### src/rtl/wb_arbiter_wdt.sv
// wb_arbiter_wdt: round-robin Wishbone bus arbiter with a transfer watchdog.
// The arbiter owns the grant select consumed by the interconnect datapath.
// The optional watchdog is compiled in when WB_ARB_WDT_EN is defined. It ends
// a transfer that is never acknowledged: it pulses a bus error to the owner
// and masks the stalled strobe until the owner lets go of it.
// Without WB_ARB_WDT_EN the bus is held until the owner drops cyc. In that
// build to_err_o, stb_mask_o and timeout_count_o are constant zero.
module wb_arbiter_wdt #(
  parameter int MASTERS_NUM    = 2,
  parameter int TIMEOUT_CYCLES = 256
) (
  input  logic                           clk_i,
  input  logic                           rst_n_i,
  input  logic [MASTERS_NUM-1:0]         m_cyc_i,
  input  logic [MASTERS_NUM-1:0]         m_stb_i,
  input  logic                           s_ack_i,
  input  logic                           s_err_i,
  output logic [MASTERS_NUM-1:0]         grant_o,
  output logic [$clog2(MASTERS_NUM)-1:0] grant_idx_o,
  output logic                           grant_valid_o,
  output logic                           stb_mask_o,
  output logic [MASTERS_NUM-1:0]         to_err_o,
  output logic [7:0]                     timeout_count_o
);

  localparam int IDXW = $clog2(MASTERS_NUM);

`ifdef WB_ARB_WDT_EN
  localparam int WDTW = $clog2(TIMEOUT_CYCLES + 1);

  typedef enum logic [1:0] {
    ST_IDLE,
    ST_OWNED,
    ST_TIMEOUT,
    ST_DRAIN
  } state_e;
`else
  typedef enum logic {
    ST_IDLE,
    ST_OWNED
  } state_e;
`endif

  state_e                 state_q, state_d;
  logic [MASTERS_NUM-1:0] grant_q, grant_d;
  logic [IDXW-1:0]        grant_idx_q, grant_idx_d;
  logic [IDXW-1:0]        rr_last_q, rr_last_d;

`ifdef WB_ARB_WDT_EN
  logic [WDTW-1:0]        wdt_q, wdt_d;
  logic [MASTERS_NUM-1:0] to_err_q, to_err_d;
  logic                   stb_mask_q, stb_mask_d;
  logic [7:0]             count_q, count_d;
  logic                   owner_stb;
  logic                   wdt_inc;
`endif

  logic                   owner_cyc;
  logic                   pick_valid;
  logic [IDXW-1:0]        pick_idx;
  logic [MASTERS_NUM-1:0] pick_onehot;
  logic [IDXW:0]          cand_wide;
  logic [IDXW-1:0]        cand_idx;

  // The owner's request lines, selected with the one-hot grant. Only the owner
  // is looked at while the bus is held.
  assign owner_cyc = |(m_cyc_i & grant_q);

`ifdef WB_ARB_WDT_EN
  assign owner_stb = |(m_stb_i & grant_q);
  // The watchdog only advances while the owner strobes and the slave is silent.
  assign wdt_inc   = owner_stb && !s_ack_i && !s_err_i;
`else
  logic unused_inputs;
  assign unused_inputs = ^{m_stb_i, s_ack_i, s_err_i, 32'(TIMEOUT_CYCLES)};
`endif

  // Round-robin pick: scan upward from the master after rr_last and wrap, so
  // the master that was served last has the lowest priority.
  always_comb begin
    pick_valid = 1'b0;
    pick_idx   = '0;
    cand_wide  = '0;
    cand_idx   = '0;
    for (int k = 1; k <= MASTERS_NUM; k++) begin
      cand_wide = {1'b0, rr_last_q} + (IDXW+1)'(k);
      if (cand_wide >= (IDXW+1)'(MASTERS_NUM)) begin
        cand_wide = cand_wide - (IDXW+1)'(MASTERS_NUM);
      end
      cand_idx = cand_wide[IDXW-1:0];
      if (!pick_valid && m_cyc_i[cand_idx]) begin
        pick_valid = 1'b1;
        pick_idx   = cand_idx;
      end
    end
  end

  // Decode of the picked index into the one-hot grant vector.
  for (genvar gi = 0; gi < MASTERS_NUM; gi++) begin : g_onehot
    assign pick_onehot[gi] = (pick_idx == IDXW'(gi));
  end

  // Next-state and next-output logic for the ownership and watchdog FSM.
  always_comb begin
    state_d     = state_q;
    grant_d     = grant_q;
    grant_idx_d = grant_idx_q;
    rr_last_d   = rr_last_q;
`ifdef WB_ARB_WDT_EN
    wdt_d       = wdt_q;
    to_err_d    = '0;
    stb_mask_d  = stb_mask_q;
    count_d     = count_q;
`endif
    case (state_q)
      ST_IDLE: begin
        if (pick_valid) begin
          state_d     = ST_OWNED;
          grant_d     = pick_onehot;
          grant_idx_d = pick_idx;
          rr_last_d   = pick_idx;
        end
      end
      ST_OWNED: begin
        // A release wins over a timeout that matures in the same cycle.
        if (!owner_cyc) begin
          state_d = ST_IDLE;
          grant_d = '0;
`ifdef WB_ARB_WDT_EN
          wdt_d   = '0;
`endif
        end
`ifdef WB_ARB_WDT_EN
        else if (wdt_inc && (wdt_q == WDTW'(TIMEOUT_CYCLES - 1))) begin
          state_d    = ST_TIMEOUT;
          wdt_d      = '0;
          to_err_d   = grant_q;
          stb_mask_d = 1'b1;
          if (count_q != 8'hFF) begin
            count_d = count_q + 8'd1;
          end
        end else if (wdt_inc) begin
          wdt_d = wdt_q + WDTW'(1);
        end else begin
          wdt_d = '0;
        end
`endif
      end
`ifdef WB_ARB_WDT_EN
      ST_TIMEOUT: begin
        // The error pulse lasts one cycle. The strobe stays masked afterwards.
        if (!owner_cyc) begin
          state_d    = ST_IDLE;
          grant_d    = '0;
          stb_mask_d = 1'b0;
        end else begin
          state_d = ST_DRAIN;
        end
      end
      ST_DRAIN: begin
        // A late ack or err stays masked until the owner drops the stalled stb.
        if (!owner_cyc) begin
          state_d    = ST_IDLE;
          grant_d    = '0;
          stb_mask_d = 1'b0;
        end else if (!owner_stb) begin
          state_d    = ST_OWNED;
          stb_mask_d = 1'b0;
          wdt_d      = '0;
        end
      end
`endif
      default: begin
        state_d = ST_IDLE;
        grant_d = '0;
      end
    endcase
  end

  // State and output registers. Reset leaves master 0 first in the rotation.
  always_ff @(posedge clk_i or negedge rst_n_i) begin
    if (!rst_n_i) begin
      state_q     <= ST_IDLE;
      grant_q     <= '0;
      grant_idx_q <= '0;
      rr_last_q   <= IDXW'(MASTERS_NUM - 1);
`ifdef WB_ARB_WDT_EN
      wdt_q       <= '0;
      to_err_q    <= '0;
      stb_mask_q  <= 1'b0;
      count_q     <= '0;
`endif
    end else begin
      state_q     <= state_d;
      grant_q     <= grant_d;
      grant_idx_q <= grant_idx_d;
      rr_last_q   <= rr_last_d;
`ifdef WB_ARB_WDT_EN
      wdt_q       <= wdt_d;
      to_err_q    <= to_err_d;
      stb_mask_q  <= stb_mask_d;
      count_q     <= count_d;
`endif
    end
  end

  assign grant_o       = grant_q;
  assign grant_idx_o   = grant_idx_q;
  assign grant_valid_o = |grant_q;

`ifdef WB_ARB_WDT_EN
  assign to_err_o        = to_err_q;
  assign stb_mask_o      = stb_mask_q;
  assign timeout_count_o = count_q;
`else
  assign to_err_o        = '0;
  assign stb_mask_o      = 1'b0;
  assign timeout_count_o = 8'd0;
`endif

endmodule

### config.mk
export PLATFORM = sky130hd
export DESIGN_NAME = wb_arbiter_wdt
export DESIGN_NICKNAME = d
export VERILOG_FILES = /design/src/rtl/wb_arbiter_wdt.sv
export SDC_FILE = /design/constraint.sdc
export NUM_CORES = 1
export LEC_CHECK = 0
export CORE_AREA = 2 2 39 41
export DETAILED_ROUTE_END_ITERATION = 12
export DIE_AREA = 0 0 41 43
export DONT_BUFFER_PORTS = 1
export SYNTH_ARGS = -nofsm -noshare
export SYNTH_HDL_FRONTEND = slang
export SYNTH_SLANG_ARGS = --single-unit
### constraint.sdc
create_clock -name clk_i -period 1.9 [get_ports clk_i]
set_input_delay 0.285 -clock clk_i [delete_from_list [all_inputs] [get_ports clk_i]]
set_output_delay 0.285 -clock clk_i [all_outputs]
set_load 0.02 [all_outputs]
==> qor.yml <==
power.share.sequential_pct: 48.8
fp.dieArea_um2: 1760
cts.clk_slew.worst_paths_ns: 0.04
multi_input_area_um2: 148
routed_via_density: 3.78
cts_resized: 0
routedWlPerCell_um: 8.95
worstSetupPathDepth: 1
reg2regPathDepth: 3
grt_usage_pct: 7.09
end_kind: "output port"
die_x_um: 41
yosysWarnings: 0
drv_slew: 0
layout.nets: 48
path_class: "register to output port"
finalCritPeriodShare_pct: 73.8
crit_family: "flip-flops"
ios: 23
cp.required_ns: 1.62
cts-htree-levels: 1
vias: 208
synth_cell_types: 15
fp.dieH_um: 43
syn_to_final_growth_pct: 3.49
hold_path.startpoint: "m_cyc_i[1]"
slowest_stage: "dfrtp_1"
ant_nets: 0
place_congestion: 0.643
timing.critical_path.buf_inv: 0
syn_inst: 35
grt_pass1_wl_um: 772
hold_violations: 0
max_cap_violations: 0
start_util_pct: 23.3
arrival_ns: 1.12
r2r-start: "grant_o[1]"
cts.path.max_buffers: 2
finalSetupTns_ns: 0
overflow: 0
seqCellArea_um2: 126
avgSynthCellArea_um2: 9.22
power.density_nw_per_um2: 1620
setup_ws_ns: 0.498
crit_fanout: 5
grt_pass1_vias: 184
path_cells: "or2_2"
pre_cts_ws_ns: 0.742
antenna_found_initial: 0
internal_power_w: 0.000318
drt_wl_total_um: 492
clock-sinks: 5
dpl_cell_area_um2: 298
route.detailed.drc: 0
grt_setup_unrepaired: "no"
core_area_um2: 1380
p_sw_share_pct: 41.4
drt_pass1_iterations: 3
netlist_area_um2: 323
antenna_cells: 0
pwr-share-comb_pct: 29.2
cpPeakStageDelay_ns: 0.48
layout_commonest_cell: "conb_1"
rows: 14
cts_buffers: 3
fmaxAchievable_mhz: 713
crit_start: "grant_o[0]"
drive_gt1_share_pct: 23.1
finalCriticalPeriod_ns: 1.40
power_frac_clock_pct: 22.0
grt_max_degree: 7
cts-root-buf: "clkbuf_4"
setup_viol: 0
ys_seq_area_share_pct: 39.1
drt-initial-drc-count: 3
p_leak_nw: 0.157
clock_skew_ns: 0.00306
port_buffers: 0
cp-start-kind: "register"
clk_latency_ns: 0.24
status: "finished clean"
num-fill-cells: 154
layout_common_cells: "conb_1 (11), dfrtp_1 (4), a21oi_1 (3), nand2_1 (3), clkbuf_4 (3)"
final_area_um2: 334
ys_ff_latch: 5
peakVddDrop_mv: 0.506
tritoncts: "done"
holdPathStages: 2
switching_power_w: 0.000225
hp-class: "input port to register"
[power groups by stage]
stage / Sequential, W / Combinational, W / Clock [W]
2_1_floorplan: 0.000250 / 0.000156 / 0
6_report: 0.000265 / 0.000158 / 0.000119
5_1_grt: 0.000276 / 0.000179 / 0.000132
3_3_place_gp: 0.000266 / 0.000155 / 0
4_1_cts: 0.000267 / 0.000161 / 0.000126
3_5_place_dp: 0.000268 / 0.000158 / 0
[Yosys cell counts]
library cell,n,share of area (%)
a21oi_2,1,2.7
dfrtp_1,4,31
nand2b_2,2,5.4
or2_2,1,1.9
a22oi_1,1,2.3
dfstp_2,1,8.1
a31o_1,2,5.4
nand2_1,3,3.5
buf_4,11,26
conb_1,1,1.2
a21o_2,1,2.7
a21oi_1,3,4.6
inv_1,1,1.2
nor2_1,1,1.2
o21ai_0,2,3.1
[state kept, by name, indices dropped and copies added, names as in the netlist]
register and cells:
grant_idx_o 1, grant_o 2, rr_last_q 1, state_q 1
[through the flow]
step | hold WS [ns] | util, % | instances | total power (W)
global route | 0.234 | 24.1 | 55 | 0.000587
finish | 0.227 | 24.1 | 55 | 0.000542
CTS | 0.219 | 24.1 | 55 | 0.000554
global placement | -0.0104 | 21.5 | 50 | 0.000421
detailed placement | -0.0104 | 21.5 | 50 | 0.000426
floorplan | -0.0106 | - | 45 | 0.000406
[kinds of logic (layout without fill, tap and decap cells)]
kind of cell | count (synthesis) | count (layout) | share of synthesized area [%]
AOI/OAI and AO/OA | 10 | 10 | 20.9
buffers and inverters | 12 | 6 | 26.7
DFF | 5 | 5 | 39.2
other | 1 | 11 | 1.16
and+or+nand+nor | 7 | 7 | 12.0
[final timing paths]
path                                       to  slack (ns)
worst max-delay path            grant_valid_o        0.50
worst min-delay path                  state_q        0.23
worst max register to register     grant_o[0]        0.85
worst min register to register      rr_last_q        0.53
max in group asynchronous           rr_last_q        1.32
min in group asynchronous         grant_idx_o        0.33
[per-layer routing]
layer  wire (µm)  up-vias  GRT usage (%)  part of all wire (%)
met5           0        -              0                     0
met4          15        0           8.00                   3.0
met3          68        2           2.62                    14
met2         221       14           8.44                    45
met1         186       90           8.61                    38
li1            -      102              -                     -
[cell type report]
| class | instances | area share, % |
|---|---|---|
| multi-input combinational | 28 | 44.2 |
| sequential | 5 | 37.8 |
| clock buffer | 4 | 7.87 |
| tap | 16 | 5.99 |
| timing repair buffer | 1 | 3.00 |
| inverter | 1 | 1.12 |
[timing repair]
| item | 4_1_cts | 5_1_grt |
|---|---|---|
| endpoints found under the hold margin | 5 | 0 |
| hold buffers | 1 | 0 |
| setup endpoints to repair | 0 | 0 |
| buffers inserted | 0 | 0 |
No activity file was read; power rests on OpenSTA's default activity.
